**src/rtl/key_debounce_if.sv**
```systemverilog
// Key front-end bundle: raw key pins in, debounced events and levels out.
interface key_debounce_if #(
  parameter int unsigned KEY_N = 4
);
  logic [KEY_N-1:0] key;          // raw asynchronous key pins
  logic [KEY_N-1:0] key_pulse;    // one-cycle pulse per accepted press
  logic [KEY_N-1:0] key_release;  // one-cycle pulse per accepted release
  logic [KEY_N-1:0] key_long;     // one-cycle pulse at long-press time
  logic [KEY_N-1:0] key_level;    // debounced pressed level

  // Side that owns the pins and consumes the events
  modport master (
    output key,
    input  key_pulse,
    input  key_release,
    input  key_long,
    input  key_level
  );

  // Debouncer side
  modport slave (
    input  key,
    output key_pulse,
    output key_release,
    output key_long,
    output key_level
  );
endinterface

```
**src/rtl/key_debounce_ctrl.sv**
```systemverilog
// Multi-key debouncer: two-flop synchroniser plus an independent four-state FSM per key,
// producing registered press/release/long-press pulses and a clean pressed level.
module key_debounce_ctrl #(
  parameter int unsigned KEY_N       = 4,
  parameter int unsigned CLK_HZ      = 12_000_000,
  parameter int unsigned DEBOUNCE_MS = 20,
  parameter int unsigned LONG_MS     = 1000,
  parameter int unsigned ACTIVE_LOW  = 1
) (
  input logic         clk,
  input logic         rst,
  key_debounce_if.slave kbus
);

  localparam int unsigned DbCyc   = CLK_HZ / 1000 * DEBOUNCE_MS;
  localparam int unsigned LongCyc = CLK_HZ / 1000 * LONG_MS;
  localparam int unsigned CntW    = $clog2(LongCyc + 1);

  localparam logic [CntW-1:0] DbLast   = CntW'(DbCyc - 1);
  localparam logic [CntW-1:0] LongLast = CntW'(LongCyc - 1);

  // Pin level when the key is not pressed
  localparam logic IdleLvl = (ACTIVE_LOW != 0);

  // Reject parameter sets that would make the counters meaningless
  if (DbCyc < 2) begin : g_bad_db
    $error("key_debounce_ctrl: debounce window must be at least 2 cycles");
  end
  if (LongCyc <= DbCyc) begin : g_bad_long
    $error("key_debounce_ctrl: long-press time must exceed the debounce window");
  end

  typedef enum logic [1:0] {
    StIdle,
    StPressChk,
    StHeld,
    StRelChk
  } state_e;

  for (genvar i = 0; i < KEY_N; i++) begin : g_key
    logic            sync1_q, sync2_q;
    logic            pressed;
    state_e          state_q, state_d;
    logic [CntW-1:0] db_cnt_q, db_cnt_d;
    logic [CntW-1:0] hold_cnt_q, hold_cnt_d;
    logic            long_done_q, long_done_d;
    logic            pulse_q, pulse_d;
    logic            release_q, release_d;
    logic            long_q, long_d;
    logic            level_q, level_d;
    logic            db_last;

    assign pressed = (ACTIVE_LOW != 0) ? ~sync2_q : sync2_q;
    assign db_last = (db_cnt_q == DbLast);

    // Next-state and registered-output decode for one key
    always_comb begin
      state_d     = state_q;
      db_cnt_d    = db_cnt_q;
      hold_cnt_d  = hold_cnt_q;
      long_done_d = long_done_q;
      pulse_d     = 1'b0;
      release_d   = 1'b0;
      long_d      = 1'b0;
      level_d     = level_q;

      unique case (state_q)
        StIdle: begin
          if (pressed) begin
            state_d  = StPressChk;
            db_cnt_d = '0;
          end
        end

        StPressChk: begin
          if (!pressed) begin
            state_d = StIdle;
          end else if (db_last) begin
            state_d     = StHeld;
            pulse_d     = 1'b1;
            level_d     = 1'b1;
            hold_cnt_d  = '0;
            long_done_d = 1'b0;
          end else begin
            db_cnt_d = db_cnt_q + 1'b1;
          end
        end

        StHeld, StRelChk: begin
          // Hold time runs through release bounces; saturate at the terminal count
          if (hold_cnt_q != LongLast) begin
            hold_cnt_d = hold_cnt_q + 1'b1;
          end
          // Fire on the edge the counter reaches its terminal value, so key_long lands
          // LongCyc-1 cycles after key_pulse; long_done keeps it to once per press
          if (hold_cnt_d == LongLast && !long_done_q) begin
            long_d      = 1'b1;
            long_done_d = 1'b1;
          end

          if (state_q == StHeld) begin
            if (!pressed) begin
              state_d  = StRelChk;
              db_cnt_d = '0;
            end
          end else begin
            if (pressed) begin
              state_d = StHeld;
            end else if (db_last) begin
              state_d   = StIdle;
              release_d = 1'b1;
              level_d   = 1'b0;
            end else begin
              db_cnt_d = db_cnt_q + 1'b1;
            end
          end
        end

        default: state_d = StIdle;
      endcase
    end

    // Synchroniser, FSM state, counters and output registers
    always_ff @(posedge clk) begin
      if (rst) begin
        sync1_q     <= IdleLvl;
        sync2_q     <= IdleLvl;
        state_q     <= StIdle;
        db_cnt_q    <= '0;
        hold_cnt_q  <= '0;
        long_done_q <= 1'b0;
        pulse_q     <= 1'b0;
        release_q   <= 1'b0;
        long_q      <= 1'b0;
        level_q     <= 1'b0;
      end else begin
        sync1_q     <= kbus.key[i];
        sync2_q     <= sync1_q;
        state_q     <= state_d;
        db_cnt_q    <= db_cnt_d;
        hold_cnt_q  <= hold_cnt_d;
        long_done_q <= long_done_d;
        pulse_q     <= pulse_d;
        release_q   <= release_d;
        long_q      <= long_d;
        level_q     <= level_d;
      end
    end

    assign kbus.key_pulse[i]   = pulse_q;
    assign kbus.key_release[i] = release_q;
    assign kbus.key_long[i]    = long_q;
    assign kbus.key_level[i]   = level_q;
  end

endmodule
```
**src/flat_wrapper.sv**
```systemverilog
// flat-port wrapper written by rule: the top's interface ports become plain ports
module key_debounce_ctrl_flat 
#(
  parameter int unsigned KEY_N       = 4,
  parameter int unsigned CLK_HZ      = 12_000_000,
  parameter int unsigned DEBOUNCE_MS = 20,
  parameter int unsigned LONG_MS     = 1000,
  parameter int unsigned ACTIVE_LOW  = 1
)
  (clk, rst, kbus_key, kbus_key_pulse, kbus_key_release, kbus_key_long, kbus_key_level);
  key_debounce_if #(.KEY_N(KEY_N)) kbus_i ();
  input logic clk;
  input logic rst;
  input wire logic [$bits(kbus_i.key)-1:0] kbus_key;
  output wire logic [$bits(kbus_i.key_pulse)-1:0] kbus_key_pulse;
  output wire logic [$bits(kbus_i.key_release)-1:0] kbus_key_release;
  output wire logic [$bits(kbus_i.key_long)-1:0] kbus_key_long;
  output wire logic [$bits(kbus_i.key_level)-1:0] kbus_key_level;
  assign kbus_i.key = kbus_key;
  assign kbus_key_pulse = kbus_i.key_pulse;
  assign kbus_key_release = kbus_i.key_release;
  assign kbus_key_long = kbus_i.key_long;
  assign kbus_key_level = kbus_i.key_level;
  key_debounce_ctrl #(.KEY_N(KEY_N), .CLK_HZ(CLK_HZ), .DEBOUNCE_MS(DEBOUNCE_MS), .LONG_MS(LONG_MS), .ACTIVE_LOW(ACTIVE_LOW)) u_core (.clk(clk), .rst(rst), .kbus(kbus_i));
endmodule
```
**config.mk**
```make
export PLATFORM = sky130hd
export DESIGN_NAME = key_debounce_ctrl_flat
export DESIGN_NICKNAME = d
export VERILOG_FILES = /design/src/rtl/key_debounce_if.sv /design/src/rtl/key_debounce_ctrl.sv /design/src/flat_wrapper.sv
export SDC_FILE = /design/constraint.sdc
export NUM_CORES = 1
export LEC_CHECK = 0
export ABC_AREA = 1
export BUFFER_PORTS_ARGS = -buffer_cell sky130_fd_sc_hd__buf_2
export CORE_MARGIN = 2
export CORE_UTILIZATION = 28
export CTS_BUF_LIST = sky130_fd_sc_hd__clkbuf_2
export DETAILED_ROUTE_END_ITERATION = 6
export PLACE_DENSITY = 0.51
export SETUP_SLACK_MARGIN = 0.15
export SLEW_MARGIN = 10
export SYNTH_ARGS = -nofsm -noshare
export SYNTH_HDL_FRONTEND = slang
export SYNTH_SLANG_ARGS = --single-unit
```
**constraint.sdc**
```tcl
create_clock -name clk -period 5.6 [get_ports clk]
set_clock_uncertainty 0.15 [all_clocks]
set_input_delay 0.56 -clock clk [delete_from_list [all_inputs] [get_ports clk]]
set_output_delay 0.56 -clock clk [all_outputs]
set_load 0.02 [all_outputs]
```
* Word-level counts from Yosys, hierarchy flattened *
Cells that the tools add are included.

word-level totals
  register bits = 228
  input port bits = 6
  word-level logic and storage cells = 300

cells by class
  $add $sub $neg = 8
  equal/unequal tests = 64
  muxes and demuxes = 124
  bitwise logic cells = 12
  reduce and logical (&&, ||, !) cells = 52

operators by type and width
  operator                 count
  $mux W24                 40
  $pmux W24 S3             4
  $add A24 B1 Y24 const B  8
  $pmux W24 S2             4
  $eq A24 B18 Y1 const B   4
  $eq A24 B24 Y1 const B   4
  $ne A24 B24 Y1 const B   4
  $mux W2                  28
  $mux W1                  36
  $ne A2 B1 Y1 const B     16
  $reduce_and A4 Y1        8
  $ne A2 B2 Y1 const B     12
  $pmux W2 S3              4
  $reduce_and A3 Y1        8
  $reduce_and A6 Y1        4
  $eq A2 B2 Y1 const B     8
  $ne A4 B4 Y1 const B     4
  $pmux W1 S2              8
  $reduce_or A2 Y1         8
  $reduce_or A4 Y1         4
  $ne A3 B1 Y1 const B     4
  $ne A3 B2 Y1 const B     4
  $not A1 Y1               12
  $reduce_or A3 Y1         4
  5 further kinds          20

* Logic depth before layout (Yosys ltp) *
Gate-level depths: netlist of run 1.

  word-level depth = 7
  gate-level depth with buffers = 14
  gate-level depth less buffers = 14

* Worst setup path after synthesis of run 1 *
OpenSTA, ideal clock, no wires.

  path kind = register to register
  from = register u_core.g_key[3].hold_cnt_q[0]
  to = register u_core.g_key[3].long_q
  library setup time = 65 ps
  data arrival time = 1732 ps
  required time = 5385 ps
  slack = 3653 ps
  cell stages (with the launch flop) = 15
  buffers on the path = 1
  period minus slack after synthesis = 1947 ps
  cell sequence = dfxtp_1 > ha_1 > nand3_2 > inv_1 > nand2_2 > inv_2 > nand3_2 > buf_6 > nand2_1 > nand3_1 > nor2_1 > nand3_1 > nor2_1 > nand4_1 > nor2_1

between the ends
  longest elaborated chain between the ends = 6

ends and longest elaborated chain
  element                                            RTL line                                          source
  start: declaration                                 key_debounce_ctrl.sv:45                           logic [CntW-1:0] hold_cnt_q, hold_cnt_d;
  start signal: assignment                           key_debounce_ctrl.sv:141                          hold_cnt_q <= hold_cnt_d;
  $add A24 B1 Y24 or $ne A24 B24 Y1 (tied branches)  key_debounce_ctrl.sv:92, key_debounce_ctrl.sv:91
  $mux W24 *                                         key_debounce_ctrl.sv:91                           if (hold_cnt_q != LongLast) begin
  $mux W24 *                                         key_debounce_ctrl.sv:67                           unique case (state_q)
  $eq A24 B24 Y1 *                                   key_debounce_ctrl.sv:96                           if (hold_cnt_d == LongLast && !long_done_q) begin
  $logic_and A1 B1 Y1 *                              key_debounce_ctrl.sv:96
  $mux W1 *                                          key_debounce_ctrl.sv:96
  end signal: assignment                             key_debounce_ctrl.sv:145                          long_q <= long_d;
  end: declaration                                   key_debounce_ctrl.sv:49                           logic long_q, long_d;

Mark *: on every way between the ends. The rest lies on a longest branch, timed or not. The select of a mux whose other input is x is not followed.
A chain may end at the register's enable or synchronous reset.

==> results.md, run 1 <==
- Buffers from clock root to sink, at most: 3
- Setup slack of the critical path after layout: 2.64 ns
- Max-slew headroom: between 20 and 30%
- Post-DR vias/cell: ~4.7
- Biggest cell delay along the critical path: 0.96 ns
- Slew at the pin closest to its max-slew limit: roughly 1.1 ns
- Arrival time worst endpoint: 3.64 ns
- CTS H-Tree Depth: 3
- Mapped Nets: between 2000 and 2500
- Initial standard-cell utilization of the core: 28.3%
- Setup repair after global routing missed its margin: false
- CTS tree: done
- Biggest area contributors in the synthesized netlist: sky130_fd_sc_hd__dfxtp_1 34%, sky130_fd_sc_hd__nand2_1 16%, sky130_fd_sc_hd__inv_1 7.1%
- Max stage delay cell, worst path: sky130_fd_sc_hd__dfxtp_1
- Aggregate global-route resource usage: 14.2%
- Setup-violating endpoint count in the final report: 0
- Storage cell area: 0.00456 mm²
- Number of storage elements in the synthesis netlist: 228
- Worst hold path cell count: 3
- Chain of cells forming the critical path: inv_1, nor2_1, nor2_4, inv_2, nor2_1, inv_1, nand2_1, inv_1, o21ai_1, o21ai_0, o21ai_0, inv_1
- Power Total: 2920 µW
- Number of optimization iterations in the first detailed-route pass: 5
- Remaining global-route overflow: 0
- Via count of the first global-routing pass: 12800
- Fraction of layout instances using a drive strength above 1: 9.81%
- Antenna violations before repair: 1
- Final nets: 2174
- Period utilization: between 50% and 60%
- HPWL after DPL: ~26000 µm
- I/O Pins: 22
- Synth cell count leaders: 571 x sky130_fd_sc_hd__nand2_1, 256 x sky130_fd_sc_hd__inv_1, 247 x sky130_fd_sc_hd__nor2_1, 228 x sky130_fd_sc_hd__dfxtp_1, 165 x sky130_fd_sc_hd__a21oi_1
- Initial drt markers: around 830
- Req. time, crit path: 6.28 ns
- Clk Latency, worst-skew pair: 0.89 ns
- Sequential area share after synthesis: between 30 and 40%
- Dominant cell type by area after synthesis: sky130_fd_sc_hd__dfxtp_1
- DRC Markers: 0
- Highest ir drop seen on vdd: between 0.09 and 0.1 mV
- Yosys warning count: 0
- Maximum fanout encountered on the critical timing path: 26
- Count of flip-flops with a built-in enable after synthesis: 0
- Hold violation count in the final report: 0
- Critical path startpoint category: flop
- Flop-to-flop setup slack: 2.64 ns
- Total of fill cells in the finished design: 5235
- Finished Core Util: a little under a third
- Overall routed net length: 35100 µm
- Yosys cell types: 53
- Post-Syn Instances: 2120
- Count of input and output buffers: 21
- Post-route antenna net violation count: 0
- Origin of the worst min-delay path: kbus_key[0]
- Floorplan die width: about 220 µm
- Maximum achievable frequency: 0.338 GHz
- Row Count: 80
- Synth async-reset ratio: 0%
- Proportion of netlist area held by the largest area contributor: about 34%
- TritonCTS buffer count: 66
- Bufs and invs on worst path: 5
- Routed wirelength normalized by instance count: 12.5 µm
- Clock sinks: 228
- Number of vias in the routed layout: between 10000 and 15000
- Core area: 0.0477 mm²
- Most prevalent standard cell on the critical path: sky130_fd_sc_hd__inv_1
- Worst slack after detailed placement: 2.65 ns
- Top Family by Delay on Critical Path: flip-flops
- Critical R2R Capture: u_core.g_key[0].db_cnt_q[13]
- PostCTS Resize Cnt: 0
- Type of the most critical hold path: in2reg
- Pin count of the biggest net entering global routing: 100
- Final critical delay including setup and external delays: 2.96 ns
- Most used flip-flop cell after synthesis: sky130_fd_sc_hd__dfxtp_1
- Clock Tree Root: sky130_fd_sc_hd__clkbuf_2
- Run status: completed
- R2R cell count: 12
- Final Slew Violations: 0
- Capture endpoint of the worst hold path: u_core.g_key[0].sync1_q
- Area of the multi-input gates: 0.00763 mm²
- Max Cap Viol: 0
- Routability-driven placement congestion ratio: 0.892
- PwrDens: ~200 mW/mm²
- Global-route wire length before repair: between 60000 and 70000 µm
- Clock transition time at the flip-flop clock pins of the worst setup and hold paths: 0.10 ns
- Post-synthesis instance area: between 0.01 and 0.015 mm²
- Critical path class: reg2reg
- Leakage component of the power: about 0.0054 µW
- Area growth syn-to-layout: 8.81%
- Syn Area/Cell: 6.38 µm²
- Vert. Die Dim: between 200 and 250 µm
- Setup tns final: 0 ns
- Die Outline Area: 0.0501 mm²
- Library cell with the highest instance count after synthesis: sky130_fd_sc_hd__nand2_1
- Type of element capturing the critical path: flop
power breakdown:
group	switching [µW]	internal, µW	leakage (µW)	total (µW)
Clock	710	462	0.000436	1170
Combinational	76.5	26.3	0.00309	103
Sequential	15.2	1630	0.00184	1650
worst max-delay path by stage:
stage,from,endpoint,slack (ns),cells after the start
2_1_floorplan,u_core.g_key[3].hold_cnt_q[0],u_core.g_key[3].long_q,3.65,14
3_3_place_gp,flop,u_core.g_key[0].db_cnt_q[13],2.69,12
3_5_place_dp,flop,u_core.g_key[0].db_cnt_q[13],2.65,12
4_1_cts,flop,u_core.g_key[0].db_cnt_q[13],2.60,12
5_1_grt,flop,u_core.g_key[0].db_cnt_q[13],2.30,12
6_report,flop,u_core.g_key[0].db_cnt_q[13],2.64,12
worst register-to-register path: stages (launching register included):
cell and delay [ns]:
sky130_fd_sc_hd__dfxtp_1 0.96, sky130_fd_sc_hd__inv_1 0.23, sky130_fd_sc_hd__nor2_1 0.24, sky130_fd_sc_hd__nor2_4 0.09
sky130_fd_sc_hd__inv_2 0.15, sky130_fd_sc_hd__nor2_1 0.06, sky130_fd_sc_hd__inv_1 0.05, sky130_fd_sc_hd__nand2_1 0.18
sky130_fd_sc_hd__inv_1 0.40, sky130_fd_sc_hd__o21ai_1 0.16, sky130_fd_sc_hd__o21ai_0 0.10, sky130_fd_sc_hd__o21ai_0 0.10
sky130_fd_sc_hd__inv_1 0.05
sequential cells by signal (all words and copies together), names as in the netlist, named ones only:
name and count:
u_core.g_key.db_cnt_q 96, u_core.g_key.hold_cnt_q 96, u_core.g_key.level_q 4, u_core.g_key.long_done_q 4
u_core.g_key.long_q 4, u_core.g_key.pulse_q 4, u_core.g_key.release_q 4, u_core.g_key.state_q 4
u_core.g_key.sync1_q 4, u_core.g_key.sync2_q 4
metrics by stage:
step | hold WS, ns | area [µm²] | cells
final | 0.264 | 14700 | 2818
after global routing | 0.179 | 14700 | 2818
after CTS | 0.144 | 14700 | 2817
after detailed placement | 0.249 | 14100 | 2701
after global placement | 0.244 | 14100 | 2701
after floorplan | 0.239 | 13500 | 2120
cells by family after synthesis:
group | after synthesis | share of synthesized area, %
AO/OA/AOI/OAI | 285 | 11.5
XOR/XNOR | 56 | 3.74
adder cells (fa/ha/maj) | 8 | 0.740
buffers and inverters | 328 | 9.82
flip-flops | 228 | 33.8
AND/OR/NAND/NOR | 1215 | 40.5
per-layer routing:
metal | up-vias | routed length [µm] | part of all wire [%] | GRT usage, %
met5 | - | 0 | 0 | 0
met4 | 0 | 869 | 2.5 | 5.20
met3 | 68 | 1550 | 4.4 | 3.06
met2 | 273 | 15200 | 43 | 22.3
met1 | 5955 | 17500 | 50 | 19.0
li1 | 6997 | - | - | -
layout make-up:
class,instances,share of cell area [%]
Antenna cell,1,0.0170
Timing Repair Buffer,31,1.34
Clock inverter,11,0.298
Tap cell,615,5.23
Sequential cell,228,31.0
Clock buffer,99,3.37
Multi-Input combinational cell,1564,51.8
Inverter,269,6.86
layout by cell type (no fill, tap or decap), types with 3 or more instances in the layout:
| master | instances |
|---|---|
| sky130_fd_sc_hd__xnor2_1 | 14 |
| sky130_fd_sc_hd__buf_4 | 5 |
| sky130_fd_sc_hd__clkinv_1 | 9 |
| sky130_fd_sc_hd__nor2_2 | 12 |
| sky130_fd_sc_hd__nand2_2 | 12 |
| sky130_fd_sc_hd__nor3b_1 | 5 |
| sky130_fd_sc_hd__o211ai_1 | 6 |
| sky130_fd_sc_hd__nor2_4 | 7 |
| sky130_fd_sc_hd__a221oi_1 | 3 |
| sky130_fd_sc_hd__nor3_1 | 74 |
| sky130_fd_sc_hd__dlygate4sd3_1 | 6 |
| sky130_fd_sc_hd__o31ai_1 | 4 |
| sky130_fd_sc_hd__nand3_1 | 148 |
| sky130_fd_sc_hd__a21oi_1 | 165 |
| sky130_fd_sc_hd__o21ai_0 | 69 |
| sky130_fd_sc_hd__o21bai_1 | 6 |
| sky130_fd_sc_hd__o21ai_1 | 5 |
| sky130_fd_sc_hd__nor4_1 | 16 |
| sky130_fd_sc_hd__inv_2 | 13 |
| sky130_fd_sc_hd__nand4_1 | 70 |
| sky130_fd_sc_hd__or2_2 | 18 |
| sky130_fd_sc_hd__ha_1 | 8 |
| sky130_fd_sc_hd__xor2_1 | 40 |
| sky130_fd_sc_hd__nand2_1 | 571 |
| sky130_fd_sc_hd__and3_1 | 3 |
| sky130_fd_sc_hd__dfxtp_1 | 228 |
| sky130_fd_sc_hd__nor2_1 | 247 |
| sky130_fd_sc_hd__o32ai_1 | 3 |
| sky130_fd_sc_hd__nor3_2 | 7 |
| sky130_fd_sc_hd__nand3_2 | 8 |
| sky130_fd_sc_hd__inv_1 | 256 |
| sky130_fd_sc_hd__buf_2 | 20 |
| sky130_fd_sc_hd__o21a_1 | 11 |
| sky130_fd_sc_hd__nand3b_1 | 7 |
| sky130_fd_sc_hd__clkbuf_2 | 99 |
what timing repair did:
item / in CTS / in global routing
hold buffers: 6 / 0
setup buffers: 0 / 0
endpoints found under the hold margin: 26 / 0
(Power assumes the default switching activity.)
==> inputs of run 2 (changes only) <==
- clock period: 5.6 -> 3 ns (I/O delays scaled with it)
==> run 2 against run 1 <==
Combinational power increased by 120%. Via count increased by 1.6%. Power increased by 97%. Count of clock-buffer cells in the layout decreased by 3. Flip-flop and latch count unchanged. Non-clock buffer count increased by 13. Critical path depth increased by 1. Sequential share of layout area decreased by 0.45 points. Global-route usage increased by 0.42 points. Worst setup slack got worse by 2.1 ns. Critical path type unchanged. Largest cell class unchanged. Largest power group unchanged.
==> results.md, run 2 (synthesis results as in run 1) <==
- Flop-to-flop setup slack: just under 0.5 ns
- Area of the multi-input gates: 0.00763 mm²
- Max Cap Viol: 0
- Period utilization: 83.7%
- Post-route antenna net violation count: 0
- HPWL after DPL: 26200 µm
- TritonCTS buffer count: ~70
- Clock transition time at the flip-flop clock pins of the worst setup and hold paths: 0.09 ns
- Maximum achievable frequency: around 0.4 GHz
- Logic pwr share: 3.9%
- Global-route wire length before repair: 61400 µm
- Remaining global-route overflow: 0
- Critical R2R Capture: u_core.g_key[1].long_q
- Clock sinks: around 230
- Antenna violations before repair: 1
- Floorplan die width: 224 µm
- Overall routed net length: 36300 µm
- Critical path startpoint category: flop
- Initial standard-cell utilization of the core: 28.3%
- R2R cell count: 13
- Final Slew Violations: 0
- Area growth syn-to-layout: 10.4%
- Clock Tree Root: sky130_fd_sc_hd__clkbuf_2
- Highest ir drop seen on vdd: 0.168 mV
- Initial drt markers: 802
- Switching power: 1600 µW
- Run status: completed
- Total of fill cells in the finished design: 5295
- Routability-driven placement congestion ratio: 0.878
- Endpoint of the worst setup timing path: u_core.g_key[1].long_q
- Setup-violating endpoint count in the final report: 0
- Final nets: about 2200
- Crit path from: u_core.g_key[1].hold_cnt_q[0]
- Critical path class: reg2reg
- Storage cell area: 0.00456 mm²
- Clk Latency, worst-skew pair: 0.93 ns
- Count of input and output buffers: 21
- Row Count: 80
- Routed wirelength normalized by instance count: 12.8 µm
- Power share of the clock group: between 40% and 50%
- Number of vias in the routed layout: 13500
- Leading registers by flop count: u_core.g_key.db_cnt_q x96, u_core.g_key.hold_cnt_q x96
- Number of optimization iterations in the first detailed-route pass: 5
- Leakage component of the power: 0.00546 µW
- CTS tree: done
- Pin count of the biggest net entering global routing: between 100 and 150
- Vert. Die Dim: between 200 and 250 µm
- I/O Pins: 22
- Post-DR vias/cell: 4.76
- Slew at the pin closest to its max-slew limit: 0.783 ns
- CTS H-Tree Depth: 3
- Hold violation count in the final report: 0
- Final cell area excluding filler cells: between 0.01 and 0.015 mm²
- Type of element capturing the critical path: flop
- Type of the most critical hold path: reg2reg
- Commonest cells after routing, fill and taps aside: 571 x sky130_fd_sc_hd__nand2_1, 256 x sky130_fd_sc_hd__inv_1, 246 x sky130_fd_sc_hd__nor2_1
- Commonest non-fill, non-tap cell in the layout: sky130_fd_sc_hd__nand2_1
- Setup tns final: 0 ns
- Fraction of layout instances using a drive strength above 1: 10.2%
- Worst r2r src: u_core.g_key[1].hold_cnt_q[0]
- Max-slew headroom: 47.8%
- Maximum fanout encountered on the critical timing path: 12
- Register share of total power: around 53%
- Placed instance area: 0.0142 mm²
- DRC Markers: 0
- Aggregate global-route resource usage: 14.6%
- Setup repair after global routing missed its margin: false
- Die Outline Area: 0.0501 mm²
- P_int: 4140 µW
- Via count of the first global-routing pass: 12900
- PwrDens: a little under 400 mW/mm²
- Final critical delay including setup and external delays: 2.51 ns
- Req. time, crit path: 3.67 ns
- Buffers from clock root to sink, at most: 3
- Switching Fraction: 27.9%
- Arrival time worst endpoint: ~3.2 ns
- Core area: 0.0477 mm²
run 2: per-layer routing:
metal	wire (µm)	part of all wire (%)	track usage, %
met1	17700	49	19.2
met2	16200	45	23.5
met3	1600	4.4	3.20
met4	838	2.3	5.10
met5	0	0	0
run 2: cell type report:
type / instances / share of cell area (%)
clock inverter: 23 / 0.972
multi-input combinational: 1564 / 51.1
clock buffer: 96 / 3.22
antenna: 1 / 0.0168
tap: 615 / 5.15
sequential: 228 / 30.6
timing repair buffer: 44 / 2.18
inverter: 269 / 6.76
run 2: worst max-delay path: stages (launching register included):
cell                      delay [ns]
sky130_fd_sc_hd__dfxtp_1        0.43
sky130_fd_sc_hd__ha_2           0.27
sky130_fd_sc_hd__nand2_1        0.08
sky130_fd_sc_hd__nor2_2         0.19
sky130_fd_sc_hd__nand2_2        0.13
sky130_fd_sc_hd__inv_2          0.08
sky130_fd_sc_hd__nand3_2        0.21
sky130_fd_sc_hd__nand2_1        0.16
sky130_fd_sc_hd__nand2_1        0.06
sky130_fd_sc_hd__nor2_1         0.22
sky130_fd_sc_hd__nand3_1        0.11
sky130_fd_sc_hd__nor3_1         0.15
sky130_fd_sc_hd__nand4_1        0.12
sky130_fd_sc_hd__nor2_1         0.12
run 2: how the worst min path moves through the flow:
stage                             from  depth (start not counted)                              to  slack, ns
3_3_place_gp   u_core.g_key[3].sync1_q                          1         u_core.g_key[3].sync2_q       0.25
3_5_place_dp   u_core.g_key[2].sync1_q                          1         u_core.g_key[2].sync2_q       0.25
5_1_grt                            rst                          4  u_core.g_key[3].hold_cnt_q[16]       0.29
6_report       u_core.g_key[2].sync1_q                          1         u_core.g_key[2].sync2_q       0.27
4_1_cts                            rst                          4         u_core.g_key[3].pulse_q       0.24
2_1_floorplan  u_core.g_key[0].sync1_q                          1         u_core.g_key[0].sync2_q       0.24
run 2: power groups by stage:
| stage | registers (µW) | clock network [µW] | logic, µW |
|---|---|---|---|
| 2_1_floorplan | 3120 | 0 | 155 |
| 3_3_place_gp | 3130 | 0 | 207 |
| 3_5_place_dp | 3130 | 0 | 211 |
| 4_1_cts | 3060 | 2610 | 224 |
| 5_1_grt | 3070 | 2770 | 252 |
| 6_report | 3060 | 2460 | 222 |
run 2: per-stage QoR:
stage	hold slack, ns	setup slack (ns)	utilization, %	power [µW]	instances
3_5_place_dp	0.249	0.478	29.7	3340	2707
6_report	0.267	0.489	31.3	5740	2840
4_1_cts	0.240	0.438	31.3	5900	2839
2_1_floorplan	0.239	1.05	-	3280	2120
3_3_place_gp	0.248	0.461	29.7	3340	2707
5_1_grt	0.286	0.166	31.3	6090	2840
run 2: timing repair:
item	CTS	global route
resized for setup	0	2
endpoints found under the setup margin	0	3
hold buffers	13	0
buffers inserted	0	0
endpoints found under the hold margin	148	0
==> inputs of run 3 (changes only) <==
- PLACE_DENSITY: 0.51 -> 0.52
- clock period: 3 -> 2.3 ns (I/O delays scaled with it)
==> run 3 against run 2 <==
Global-route usage increased by 0.53 points. Sequential share of layout area decreased by 2.1 points. Final cell count increased by 3.8%. Hold slack improved by 0.0022 ns. Combinational power increased by 57%. Core utilization increased by 3.0 points. Power increased by 27%. Sequential power increased by 30%. Critical path depth decreased by 3. Worst setup slack got worse by 0.31 ns. Via count increased by 4.0%. Non-clock buffer count increased by 107. Critical path type unchanged.
==> results.md, run 3 (synthesis results as in run 1) <==
- Via count of the first global-routing pass: 13200
- Commonest non-fill, non-tap cell in the layout: sky130_fd_sc_hd__nand2_1
- Worst hold-check slack: between 0.2 and 0.3 ns
- Aggregate global-route resource usage: between 15 and 20%
- Floorplan die width: roughly 220 µm
- PwrDens: 447 mW/mm²
- Highest ir drop seen on vdd: 0.233 mV
- Clock transition time at the flip-flop clock pins of the worst setup and hold paths: 0.11 ns
- Initial standard-cell utilization of the core: 28.3%
- Setup repair after global routing missed its margin: true
- Hold violation count in the final report: 0
- Setup-violating endpoint count in the final report: 0
- Register share of total power: 54.4%
- Power Total: 7320 µW
- Slew at the pin closest to its max-slew limit: a little under 0.6 ns
- Switching Fraction: 28.4%
- Clock sinks: 228
- Run status: completed
- CTS H-Tree Depth: 3
- TritonCTS buffer count: 70
- Number of vias in the routed layout: roughly 14000
- Cell total after placement: 2768
- Overall routed net length: 38400 µm
- Max-slew headroom: just over 60%
- Antenna violations before repair: 2
- Buffers from clock root to sink, at most: 3
- Count of input and output buffers: 21
- Number of optimization iterations in the first detailed-route pass: 7
- Final nets: 2299
- Type of element capturing the critical path: flop
- Die Outline Area: between 0.05 and 0.06 mm²
- Max Cap Viol: 0
- DRC Markers: 0
- Req. time, crit path: 3.03 ns
- P_int: 5240 µW
- Core area: roughly 0.048 mm²
- Global-route wire length before repair: about 63000 µm
- Routability-driven placement congestion ratio: 0.912
- Clk Latency, worst-skew pair: between 0.9 and 1 ns
- Type of the most critical hold path: in2reg
- Vert. Die Dim: 224 µm
- Power share of the clock group: 40.8%
- Final Slew Violations: 0
- Logic pwr share: 4.8%
- Critical path class: reg2reg
- Final critical delay including setup and external delays: roughly 2.1 ns
- I/O Pins: 22
- Switching power: 2080 µW
- Arrival time worst endpoint: 2.86 ns
- Critical path startpoint category: flop
- Final std cells w/o fill: 2947
- Fraction of layout instances using a drive strength above 1: between 20% and 30%
- Period utilization: 92.4%
- Initial drt markers: between 700 and 800
- Clock Tree Root: sky130_fd_sc_hd__clkbuf_2
- Routed wirelength normalized by instance count: 13.0 µm
- Maximum fanout encountered on the critical timing path: 4
- CTS tree: done
- Leading registers by flop count: u_core.g_key.db_cnt_q x96, u_core.g_key.hold_cnt_q x96
- Total of fill cells in the finished design: 5225
- Area growth syn-to-layout: 21.1%
- Post-route antenna net violation count: 0
- Leakage component of the power: 0.00610 µW
- Pin count of the biggest net entering global routing: 123
- HPWL after DPL: 27200 µm
- Row Count: 80
- Post-DR vias/cell: between 4 and 5
- Remaining global-route overflow: 0
- Maximum achievable frequency: between 0.4 and 0.5 GHz
- Setup tns final: 0 ns
- Commonest cells after routing, fill and taps aside: 554 x sky130_fd_sc_hd__nand2_1, 249 x sky130_fd_sc_hd__inv_1, 219 x sky130_fd_sc_hd__nor2_1
==> run 3: cell types whose count changed in the layout (fill, tap and decap cells not counted), moves of 14 or more <==
cell                      change
sky130_fd_sc_hd__buf_4      +100
sky130_fd_sc_hd__dfxtp_1     -53
sky130_fd_sc_hd__nand2_1     -17
sky130_fd_sc_hd__nand3_1     -15
sky130_fd_sc_hd__nand2_2     +14
sky130_fd_sc_hd__dfxtp_2     +43
sky130_fd_sc_hd__nor2_1      -27
sky130_fd_sc_hd__nor2_4      +20
==> run 3: power by group through the flow <==
stage	sequential [µW]	combinational (µW)	clock [µW]
detailed placement	4080	310	0
global route	3990	391	3380
global placement	4080	308	0
finish	3980	348	2990
floorplan	4080	202	0
CTS	3990	329	3190
==> run 3: cell type report <==
| cell class | instances | area [µm²] | area share [%] |
|---|---|---|---|
| Timing Repair Buffer | 151 | 1170 | 7.15 |
| Antenna cell | 2 | 5.00 | 0.0306 |
| Clock buffer | 101 | 505 | 3.09 |
| Inverter | 269 | 1020 | 6.24 |
| Multi-Input combinational cell | 1565 | 8180 | 50.0 |
| Tap cell | 615 | 769 | 4.70 |
| Clock inverter | 16 | 62.6 | 0.382 |
| Sequential cell | 228 | 4660 | 28.4 |
==> run 3: path summary, 6_finish.rpt <==
check	start	slack (ns)	cells past startpoint	endpoint
min	rst	0.27	4	u_core.g_key[3].hold_cnt_q[13]
min reg2reg	u_core.g_key[0].sync1_q	0.27	1	u_core.g_key[0].sync2_q
max	u_core.g_key[3].db_cnt_q[1]	0.17	10	flop
max reg2reg	u_core.g_key[3].db_cnt_q[1]	0.17	10	flop
==> run 3: worst max-delay path, cell delays in order (launching register included) <==
cell and delay, ns:
sky130_fd_sc_hd__dfxtp_4 0.37, sky130_fd_sc_hd__ha_4 0.15, sky130_fd_sc_hd__nand2_4 0.05, sky130_fd_sc_hd__nor4_4 0.32, sky130_fd_sc_hd__buf_4 0.17, sky130_fd_sc_hd__nand4_1 0.20
sky130_fd_sc_hd__nor2_2 0.24, sky130_fd_sc_hd__buf_4 0.14, sky130_fd_sc_hd__buf_4 0.09, sky130_fd_sc_hd__o21ai_0 0.06, sky130_fd_sc_hd__a21oi_1 0.12
==> run 3: per-layer routing <==
metal | GRT usage, % | wire length (µm) | vias up
li1 | - | - | 7270
met1 | 19.8 | 18400 | 6444
met2 | 24.1 | 17400 | 247
met3 | 3.37 | 1540 | 85
met4 | 5.89 | 1010 | 0
met5 | 0 | 0 | -
==> run 3: repair_timing <==
item                                    in CTS  in global routing
resized for setup                           16                195
buffers inserted                             3                 41
endpoints found under the setup margin      11                117
hold endpoints to repair                   201                  0
cloned                                       1                  1
hold buffers                                14                  0
pin swaps                                    3                 45
==> run 3: through the flow <==
step                      util (%)  area (µm²)  setup slack (ns)
final                         34.3       16400             0.174
after global routing          34.3       16400           0.00475
after CTS                     32.3       15400             0.116
after detailed placement      30.7       14600            -0.143
after global placement        30.7       14600           -0.0785
after floorplan                  -       13500             0.353
